===== config.mk =====
export PLATFORM = sky130hd
export DESIGN_NAME = dcache_port_arbiter
export DESIGN_NICKNAME = d
export VERILOG_FILES = /design/src/rtl/dcache_port_arbiter.sv
export SDC_FILE = /design/constraint.sdc
export NUM_CORES = 1
export LEC_CHECK = 0
export ABC_CLOCK_PERIOD_IN_PS = 1870
export BUFFER_PORTS_ARGS = -buffer_cell sky130_fd_sc_hd__clkbuf_2
export CAP_MARGIN = 0
export CELL_PAD_IN_SITES_DETAIL_PLACEMENT = 0
export CELL_PAD_IN_SITES_GLOBAL_PLACEMENT = 1
export CORE_UTILIZATION = 35
export DETAILED_ROUTE_END_ITERATION = 16
export PLACE_DENSITY_LB_ADDON = 0.1
export SLEW_MARGIN = 5
export SYNTH_ARGS = -nofsm -noshare
export SYNTH_HDL_FRONTEND = slang
export SYNTH_SLANG_ARGS = --single-unit

===== constraint.sdc =====
create_clock -name ACLK -period 1.87 [get_ports ACLK]
set_input_delay 0.374 -clock ACLK [delete_from_list [all_inputs] [get_ports ACLK]]
set_output_delay 0.374 -clock ACLK [all_outputs]
set_load 0.05 [all_outputs]

===== src/rtl/dcache_port_arbiter.sv =====
// dcache_port_arbiter: shares one D-cache CPU port between the load/store unit (M0)
// and a debug/DMA master (M1). Define ARB_ROUND_ROBIN_EN for round-robin arbitration.
`default_nettype none

module dcache_port_arbiter #(
    parameter int DATA_W = 32,
    parameter int ADDR_W = 32
) (
    input  logic                ACLK,
    input  logic                ARESETn,
    input  logic                M0_REQ,
    input  logic                M0_WE,
    input  logic [ADDR_W-1:0]   M0_ADDR,
    input  logic [DATA_W-1:0]   M0_WDATA,
    input  logic [DATA_W/8-1:0] M0_WSTRB,
    output logic                M0_ACK,
    output logic [DATA_W-1:0]   M0_RDATA,
    input  logic                M1_REQ,
    input  logic                M1_WE,
    input  logic [ADDR_W-1:0]   M1_ADDR,
    input  logic [DATA_W-1:0]   M1_WDATA,
    input  logic [DATA_W/8-1:0] M1_WSTRB,
    output logic                M1_ACK,
    output logic [DATA_W-1:0]   M1_RDATA,
    output logic                CPU_REQ,
    output logic [ADDR_W-1:0]   CPU_REQ_ADDR,
    input  logic                CPU_REQ_VALID,
    input  logic [DATA_W-1:0]   CPU_REQ_DATA,
    output logic                CPU_WR_EN,
    output logic [DATA_W-1:0]   CPU_WR_DATA,
    output logic [DATA_W/8-1:0] CPU_WR_STRB,
    input  logic                BUSY,
    output logic                GNT_ID
);

    localparam int STRB_W = DATA_W / 8;

    typedef enum logic [2:0] {
        ST_IDLE     = 3'd0,
        ST_RD_WAIT  = 3'd1,
        ST_WR_ISSUE = 3'd2,
        ST_WR_BUSY  = 3'd3,
        ST_RESP     = 3'd4
    } state_t;

    state_t              state_q, state_d;
    logic                gnt_q, gnt_d;
    logic [ADDR_W-1:0]   addr_q, addr_d;
    logic [DATA_W-1:0]   wdata_q, wdata_d;
    logic [STRB_W-1:0]   wstrb_q, wstrb_d;
    logic                cpu_req_q, cpu_req_d;
    logic                wr_en_q, wr_en_d;
    logic [DATA_W-1:0]   rdata0_q, rdata0_d;
    logic [DATA_W-1:0]   rdata1_q, rdata1_d;
    logic                ack0_q, ack0_d;
    logic                ack1_q, ack1_d;
    logic                win_id;

`ifdef ARB_ROUND_ROBIN_EN
    logic prio_q;

    // Pointer moves to the requester that did not win the transaction just finished.
    always_ff @(posedge ACLK or negedge ARESETn) begin
        if (!ARESETn) begin
            prio_q <= 1'b0;
        end else if (state_q == ST_RESP) begin
            prio_q <= ~gnt_q;
        end
    end

    assign win_id = (M0_REQ && M1_REQ) ? prio_q : ~M0_REQ;
`else
    assign win_id = ~M0_REQ;
`endif

    always_comb begin
        state_d   = state_q;
        gnt_d     = gnt_q;
        addr_d    = addr_q;
        wdata_d   = wdata_q;
        wstrb_d   = wstrb_q;
        cpu_req_d = cpu_req_q;
        wr_en_d   = wr_en_q;
        rdata0_d  = rdata0_q;
        rdata1_d  = rdata1_q;
        ack0_d    = 1'b0;
        ack1_d    = 1'b0;

        case (state_q)
            ST_IDLE: begin
                if (M0_REQ || M1_REQ) begin
                    gnt_d  = win_id;
                    addr_d = win_id ? M1_ADDR : M0_ADDR;
                    if (win_id ? M1_WE : M0_WE) begin
                        wdata_d = win_id ? M1_WDATA : M0_WDATA;
                        wstrb_d = win_id ? M1_WSTRB : M0_WSTRB;
                        wr_en_d = 1'b1;
                        state_d = ST_WR_ISSUE;
                    end else begin
                        cpu_req_d = 1'b1;
                        state_d   = ST_RD_WAIT;
                    end
                end
            end
            ST_RD_WAIT: begin
                if (CPU_REQ_VALID) begin
                    cpu_req_d = 1'b0;
                    if (gnt_q) begin
                        rdata1_d = CPU_REQ_DATA;
                        ack1_d   = 1'b1;
                    end else begin
                        rdata0_d = CPU_REQ_DATA;
                        ack0_d   = 1'b1;
                    end
                    state_d = ST_RESP;
                end
            end
            ST_WR_ISSUE: begin
                if (BUSY) begin
                    state_d = ST_WR_BUSY;
                end
            end
            ST_WR_BUSY: begin
                if (!BUSY) begin
                    wr_en_d = 1'b0;
                    wdata_d = '0;
                    wstrb_d = '0;
                    ack0_d  = ~gnt_q;
                    ack1_d  = gnt_q;
                    state_d = ST_RESP;
                end
            end
            ST_RESP: begin
                state_d = ST_IDLE;
            end
            default: begin
                state_d = ST_IDLE;
            end
        endcase
    end

    always_ff @(posedge ACLK or negedge ARESETn) begin
        if (!ARESETn) begin
            state_q   <= ST_IDLE;
            gnt_q     <= 1'b0;
            addr_q    <= '0;
            wdata_q   <= '0;
            wstrb_q   <= '0;
            cpu_req_q <= 1'b0;
            wr_en_q   <= 1'b0;
            rdata0_q  <= '0;
            rdata1_q  <= '0;
            ack0_q    <= 1'b0;
            ack1_q    <= 1'b0;
        end else begin
            state_q   <= state_d;
            gnt_q     <= gnt_d;
            addr_q    <= addr_d;
            wdata_q   <= wdata_d;
            wstrb_q   <= wstrb_d;
            cpu_req_q <= cpu_req_d;
            wr_en_q   <= wr_en_d;
            rdata0_q  <= rdata0_d;
            rdata1_q  <= rdata1_d;
            ack0_q    <= ack0_d;
            ack1_q    <= ack1_d;
        end
    end

    assign M0_ACK       = ack0_q;
    assign M1_ACK       = ack1_q;
    assign M0_RDATA     = rdata0_q;
    assign M1_RDATA     = rdata1_q;
    assign CPU_REQ      = cpu_req_q;
    assign CPU_REQ_ADDR = addr_q;
    assign CPU_WR_EN    = wr_en_q;
    assign CPU_WR_DATA  = wdata_q;
    assign CPU_WR_STRB  = wstrb_q;
    assign GNT_ID       = gnt_q;

endmodule

`default_nettype wire


# Yosys cells after proc, flatten, opt, wreduce, memory -nomap -nowiden
# Cells that the tools add are included.
# W data, S select, Z words.
# totals
ff_bits,140
out_inout_bits,137
inputBits,176
wordCells,66
# classes
n_reduce_logical,10
n_eq_ne,9
bitwise,2
mux,34
# ops
operator,count
$mux W32,5
$pmux W32 S2,1
$mux W4,4
$mux W1,13
$mux W3,4
$ne A2 B2 Y1 const B,6
$pmux W3 S4,1
$reduce_and A4 Y1,3
$pmux W1 S2,4
$pmux W4 S2,1
$eq A3 B2 Y1 const B,2
$reduce_and A3 Y1,2
$reduce_bool A2 Y1,2
$eq A3 B1 Y1 const B,1
$logic_not A3 Y1,1
$mux W2,1
$not A1 Y1,2
$reduce_and A2 Y1,1
$logic_or A1 B1 Y1,1

# Logic depth before layout (Yosys ltp)
# Gate-level depths: netlist of run 1.
# logic_depth
ltp_word,4
depth_mapped,6
ltp_nobuf,3

# Worst setup path before layout of run 1
# Ideal clock, no wire load.
# synth_path
path_kind,register to register
start,"register gnt_q, in the netlist GNT_ID"
end,"register rdata0_q[10], in the netlist M0_RDATA[10]"
setup_ns,0.125
n_path_buf,2
arrival_ns,1.590
slack_ns,0.155
path_stages_with_launch,5
required_ns,1.745
synth_period_minus_slack_ns,1.715
cell_sequence,dfrtp_1 > and4b_1 > clkbuf_1 > buf_4 > mux2_2
# synth_between
elab_chain_cells,2
# synth_rtl
element,line_no,text
from (decl),47,"logic gnt_q, gnt_d;"
from (signal assigned),157,gnt_q <= gnt_d;
$not A1 Y1 (no line),n/a,
$reduce_and A3 Y1 (no line),n/a,
to (signal assigned),163,rdata0_q <= rdata0_d;
to (decl),53,"logic [DATA_W-1:0] rdata0_q, rdata0_d;"
# No other way between the ends.
# A chain may end at the register's enable or synchronous reset.

# Worst setup path in the final report of run 1
# layout_path
start,register state_q[0]
end,"register wdata_q[27], in the netlist CPU_WR_DATA[27]"
# layout_between
elab_chain_cells,3
elab_cells_between_ends,8
classes_between,eq/ne: 4; mux: 1; reduce/logical: 3
# layout_rtl
element,line_no,text
from (decl),46,"state_t state_q, state_d;"
from (signal assigned),156,state_q <= state_d;
$eq A3 B2 Y1 / $logic_not A3 Y1 (equally long branches),89,case (state_q)
$ne A2 B2 Y1 (no line) / $reduce_bool A2 Y1 (equally long branches),n/a,
$reduce_and A4 Y1 (no line),n/a,
to (signal assigned),159,wdata_q <= wdata_d;
to (decl),49,"logic [DATA_W-1:0] wdata_q, wdata_d;"
# Parallel ways exist; a longest one is shown, timed or not.

==> results of run 1 <==
==> cell type report <==
class / count / area [µm²]
fillers: 1582 / 8660
clock buffers: 18 / 439
repair buffers: 334 / 1850
clock inverters: 14 / 158
multi-input cells: 337 / 2640
inverters: 2 / 7.51
flip-flops and latches: 140 / 3500
well taps: 225 / 282
==> sequential cells by signal, summed over array words and instances, names as in the netlist <==
name,flops
CPU_REQ,1
M1_RDATA,32
GNT_ID,1
CPU_WR_DATA,32
CPU_WR_STRB,4
M0_ACK,1
state_q,3
M1_ACK,1
M0_RDATA,32
CPU_REQ_ADDR,32
CPU_WR_EN,1
==> cell usage in the layout, fill, tap and decap left out, drive strengths merged <==
| master | netlist | layout |
|---|---|---|
| or2 | 1 | 1 |
| clkbuf | 18 | 328 |
| and4b | 1 | 1 |
| buf | 29 | 23 |
| bufinv | 0 | 2 |
| nor2b | 1 | 1 |
| clkinv | 0 | 2 |
| nor3 | 3 | 3 |
| dfrtp | 140 | 140 |
| a21oi | 35 | 35 |
| clkinvlp | 0 | 3 |
| dlygate4sd3 | 0 | 1 |
| nand3b | 1 | 1 |
| and2 | 2 | 2 |
| nand2 | 38 | 38 |
| nor2 | 2 | 2 |
| mux2 | 64 | 64 |
| and3b | 1 | 1 |
| o221ai | 36 | 36 |
| nand4 | 1 | 1 |
| a211oi | 1 | 1 |
| inv | 2 | 9 |
| o22ai | 2 | 2 |
| nand2b | 3 | 3 |
| nor4 | 1 | 1 |
| a31oi | 33 | 33 |
| or3 | 1 | 1 |
| a22oi | 1 | 1 |
| o21ai | 39 | 39 |
| mux2i | 70 | 70 |
==> stage by stage <==
stage	util (%)	area [µm²]	hold slack [ns]	cells
6_report	50.6	8880	0.204	1070
5_1_grt	50.6	8880	0.188	1070
4_1_cts	50.6	8880	0.184	1070
3_5_place_dp	47.2	8270	0.353	1037
3_3_place_gp	47.2	8270	0.344	1037
2_1_floorplan	-	6370	0.0784	526
==> per-layer routing <==
layer / wire [µm] / vias up / global-route usage, %
met1: 7350 / 2522 / 24.0
li1: - / 2591 / -
met5: 0 / - / 0
met4: 272 / 0 / 6.11
met3: 1400 / 19 / 5.19
met2: 8600 / 225 / 31.5
==> critical path: stages (launching register included) <==
cell	delay, ns
dfrtp_1	0.51
buf_4	0.22
nor4_4	0.29
buf_4	0.33
o21ai_0	0.14
o221ai_1	0.09
==> final timing paths <==
check / to / slack [ns] / depth (start not counted)
min in group asynchronous: M1_RDATA[7]$_DFFE_PN0P_ / 0.46 / 2
max: CPU_WR_DATA[27]$_DFFE_PN0P_ / 0.20 / 5
min: M0_RDATA[25]$_DFFE_PN0P_ / 0.20 / 2
max reg2reg: CPU_WR_DATA[27]$_DFFE_PN0P_ / 0.20 / 5
max in group asynchronous: CPU_WR_DATA[9]$_DFFE_PN0P_ / 0.76 / 3
min reg2reg: M0_RDATA[21]$_DFFE_PN0P_ / 0.50 / 1
==> cell families (layout without fill, tap and decap cells) <==
kind of cell	Yosys count	count (layout)	synth area share [%]
mux	134	134	22.3
flops	140	140	55.0
simple gates	56	56	4.48
buf+inv	49	368	3.66
compound gates	147	147	14.5
==> power breakdown <==
group          total, mW  internal, mW  leakage (nW)  switching (mW)
Combinational       10.5          2.78          2.52            7.67
Sequential          5.50          4.56          1.66           0.938
Clock               3.38          2.03         0.285            1.35
Total               19.3          9.37          4.46            9.97
==> results by group, run 1 <==
Logic synthesis
  • Cell taking the most area after synthesis: dfrtp_1
  • Top post-synthesis cells by count: 140 x dfrtp_1, 70 x mux2i_1, 63 x mux2_2, 38 x nand2_1, 36 x o221ai_1
  • Share of synthesized registers carrying an async set or reset: between 90% and 100%
  • Area contributors post-synth: dfrtp_1 55%, mux2_2 11%, mux2i_1 11%
  • Syn_nets: roughly 700
  • Mapped Cells: ~530
  • Seq/Total Area, Yosys: between 50% and 60%
  • Synthesized area per cell: ~12 µm²
  • Mapped cell area: around 6400 µm²
  • Synth top area share: a little under three fifths
  • Dominant synthesized flop cell: dfrtp_1
  • YS warnings: 0
  • Number of synthesized register bits: 140
  • Most frequent cell after synthesis: dfrtp_1
  • EDFF count, synth: 0
  • Number of distinct library cells after synthesis: 32

CTS
  • Clock sinks: 140
  • CTS buffer count: 17
  • CTS tree: done
  • Post-CTS Setup Bufs: 0
  • Clock transition at the registers of the reported paths: 0.06 ns
  • Clock latency on the worst-skew pair: around 0.42 ns
  • Post-CTS sizing: 0
  • Clock buffer depth: 2
  • Root Buffer: clkbuf_16
  • Cts hold-fix bufs: 1
  • H-tree depth: 4

Die
  • Initial core utilization: a little over a third
  • DIE WIDTH: approximately 140 µm
  • Floorplan core area: between 15000 and 20000 µm²
  • Die height: around 140 µm
  • Die area: 18700 µm²
  • Ports: approximately 310
  • # rows: 48

Routing
  • Routed via count: 5357
  • Vias/cell: 5.01
  • Initial detailed-routing violation count: approximately 200
  • DRT Wirelength: about 18 mm
  • # DRC: 0
  • Routed Antenna Nets: 0
  • WL/cell: around 16 µm
  • Drt first pass iters: 4

Worst setup path
  • Worst Setup SP: state_q[0]$_DFFE_PN0P_
  • Largest fanout on the critical path: 29
  • CP arrival: approximately 2 ns
  • Required time worst endpoint: around 2.2 ns
  • CP startpoint kind: flip-flop
  • Worst r2r src: state_q[0]$_DFFE_PN0P_
  • Worst Setup End Kind: flip-flop
  • Crit Path Category: reg2reg

Power and ir drop
  • Worst VDD drop: roughly 1.2 mV
  • Overall power: between 15 and 20 mW
  • Power Dens Cells: 2180 nW/µm²
  • P_leak: between 4 and 5 nW

STA
  • Final Max Tran Viols: 0
  • Slew headroom: approximately 65%
  • Setup_tns: 0 ns
  • FMAX: between 500 and 600 MHz
  • Setup Skew: about 0.0094 ns
  • # setup viols final: 0
  • Unrepaired setup endpoints after global routing: false
  • Final setup margin: ~0.2 ns
  • Post-layout minimum cycle time: about 1.7 ns
  • Final period util: 89.3%
  • Final hold vios: 0
  • Slew @ Worst Pin: approximately 0.53 ns

Finish
  • ANT cells: 0
  • Layout cells sized above 1: between 50% and 60%
  • Layout Nets: 1008
  • P&R area growth vs syn: 39.4%

Placement
  • DP HPWL: around 13 mm
  • Setup WS pre-CTS: 0.185 ns
  • Quantity of I/O buffers inserted on ports: between 300 and 400
  • Placer Congestion: 0.799

GRT
  • GRT Total Usage: 19.0%
  • Global-route wire length before repair: approximately 27 mm
  • Grt total ovfl: 0
  • Vias in the first global route: 5273
  • Initial antenna violation count: 0
  • Largest net degree at the start of global routing: a little under 70

Outcome
  • Outcome: finished, final reports clean

Min path
  • HP Class: in2reg
  • Worst hold start: CPU_REQ_DATA[25]

Job
  • Max-cap viol count: 0
Power figures use the tool's default switching activity.
==> inputs of run 2 (changes only) <==
- RECOVER_POWER: unset -> 25
- SETUP_SLACK_MARGIN: unset -> 0.3
==> run 2 against run 1 <==
Against the previous run: die area did not move; clock-buffer cell count rose by 2; core utilization rose by 0.74 points; global-route usage rose by 0.48 points; sequential power barely moved; critical path type unchanged; highest routed layer unchanged; combinational power barely moved; power rose by 1.8%; clock skew rose by 0.0018 ns.
==> results by group, run 2 (same netlist as run 1, synthesis figures left out) <==
STA
  • Slew headroom: 51.0%
  • Setup Skew: 0.0112 ns
  • # setup viols final: 0
  • Post-layout minimum cycle time: approximately 1.6 ns
  • Slew @ Worst Pin: about 0.73 ns
  • FMAX: about 640 MHz
  • Final Max Tran Viols: 0
  • Final setup margin: ~0.3 ns
  • Final hold vios: 0
  • Setup_tns: 0 ns
  • Unrepaired setup endpoints after global routing: true
  • Final period util: 83.6%

Finish
  • Commonest non-fill, non-tap cell in the layout: clkbuf_2
  • Layout Nets: 1016
  • Fin cells: about 1100
  • Leading cell types in the layout, fill and taps excluded: 310 x clkbuf_2, 137 x dfrtp_1, 70 x mux2i_1, 63 x mux2_2, 38 x nand2_1
  • Layout cells sized above 1: between 50 and 60%
  • ANT cells: 0
  • P&R area growth vs syn: 41.5%

GRT
  • GRT Total Usage: just under 20%
  • Grt total ovfl: 0
  • Vias in the first global route: between 5000 and 6000
  • Largest net degree at the start of global routing: 68
  • Global-route wire length before repair: between 20 and 30 mm
  • Initial antenna violation count: 0

Power and ir drop
  • Sw Pwr: ~10 mW
  • Switching Share: 50.9%
  • Clock network power share: approximately 18%
  • Combinational power share: a little over half
  • Worst VDD drop: between 1 and 1.5 mV
  • Reg power frac: between 20% and 30%
  • Power Dens Cells: ~2200 nW/µm²
  • Int Pwr: ~9.7 mW
  • P_leak: between 4 and 5 nW

CTS
  • H-tree depth: 4
  • Root Buffer: clkbuf_16
  • Clock transition at the registers of the reported paths: 0.06 ns
  • Clock buffer depth: 2
  • CTS buffer count: 17
  • Clock latency on the worst-skew pair: approximately 0.42 ns
  • Clock sinks: 140
  • CTS tree: done

Worst setup path
  • Crit Path Category: reg2reg
  • Cell Chain, Critical Path: nor2_2 -> and4b_4 -> clkbuf_16 -> mux2_2
  • Worst path max stage delay: approximately 0.43 ns
  • Critical path's slowest cell: dfrtp_2
  • CP arrival: between 1.5 and 2 ns
  • Largest fanout on the critical path: 8
  • Worst Setup End Kind: flip-flop
  • Required time worst endpoint: 2.16 ns
  • CP startpoint kind: flip-flop

Routing
  • Initial detailed-routing violation count: 209
  • # DRC: 0
  • Drt first pass iters: 4
  • WL/cell: about 17 µm
  • Routed via count: approximately 5500
  • Routed Antenna Nets: 0
  • DRT Wirelength: about 18 mm
  • Vias/cell: ~5.1

Die
  • # rows: between 40 and 50
  • Die height: 137 µm
  • Floorplan core area: between 15000 and 20000 µm²
  • DIE WIDTH: approximately 140 µm
  • Die area: 18700 µm²
  • Ports: between 300 and 400
  • Initial core utilization: 36.3%

Min path
  • HP Class: in2reg

Placement
  • Quantity of I/O buffers inserted on ports: around 310
  • Placer Congestion: about 0.75
  • DP HPWL: around 13 mm
  • Setup WS pre-CTS: 0.195 ns
  • Placed Cells incl. Taps: between 1000 and 1500

Outcome
  • Outcome: finished, final reports clean

Job
  • Max-cap viol count: 0
-- run 2: critical path, delay by kind of cell (launching register included) --
kind | cells | cell delay, ns
buffers and inverters | 1 | 0.19
flip-flops | 1 | 0.43
multiplexers | 1 | 0.34
AND/OR/NAND/NOR | 2 | 0.48
-- run 2: path summary, 6_finish.rpt --
| check | slack (ns) | endpoint | from | cells after the start |
|---|---|---|---|---|
| max reg2reg | 0.31 | M0_RDATA[31]$_DFFE_PN0P_ | state_q[2]$_DFFE_PN0P_ | 4 |
| min reg2reg | 0.49 | M0_ACK$_DFF_PN0_ | GNT_ID$_DFFE_PN0P_ | 1 |
| min | 0.20 | M0_RDATA[6]$_DFFE_PN0P_ | CPU_REQ_DATA[6] | 2 |
| max in group asynchronous | 0.40 | state_q[0]$_DFFE_PN0P_ | ARESETn | 3 |
| min in group asynchronous | 0.44 | M1_RDATA[13]$_DFFE_PN0P_ | ARESETn | 2 |
| max | 0.31 | M0_RDATA[31]$_DFFE_PN0P_ | state_q[2]$_DFFE_PN0P_ | 4 |
-- run 2: layout make-up --
type | count | area [µm²]
Multi-Input combinational cell | 337 | 2640
Timing Repair Buffer | 342 | 1950
Inverter | 2 | 7.51
Tap cell | 225 | 282
Clock buffer | 20 | 457
Sequential cell | 140 | 3510
Clock inverter | 12 | 160
Fill cell | 1593 | 8530
-- run 2: per-layer routing --
layer / GRT usage, % / wire (µm) / up-vias
met5: 0 / 0 / -
li1: - / - / 2595
met3: 5.70 / 1380 / 26
met4: 7.33 / 312 / 0
met2: 33.6 / 9410 / 214
met1: 22.8 / 7390 / 2641
-- run 2: power groups by stage --
stage | clock network (mW) | logic (mW) | registers (mW)
global placement | 0 | 10.4 | 5.45
detailed placement | 0 | 10.6 | 5.51
CTS | 3.56 | 10.6 | 5.49
finish | 3.47 | 10.7 | 5.48
global route | 3.70 | 11.3 | 5.70
floorplan | 0 | 2.78 | 10.5
-- run 2: timing repair --
item                       4_1_cts  5_1_grt
pin swaps                        1        3
setup endpoints to repair       23       78
buffers inserted                 0        3
gates resized for setup          4        7
hold endpoints to repair        35        0
hold buffers                     1        0
gates cloned                     1        4
-- run 2: stage by stage --
step,cell area [µm²],power [mW],util (%),hold WS [ns]
floorplan,6370,13.3,-,0.0784
global placement,8270,15.9,47.2,0.316
detailed placement,8270,16.1,47.2,0.318
CTS,8930,19.7,50.9,0.179
global route,9010,20.7,51.4,0.189
finish,9010,19.7,51.4,0.201
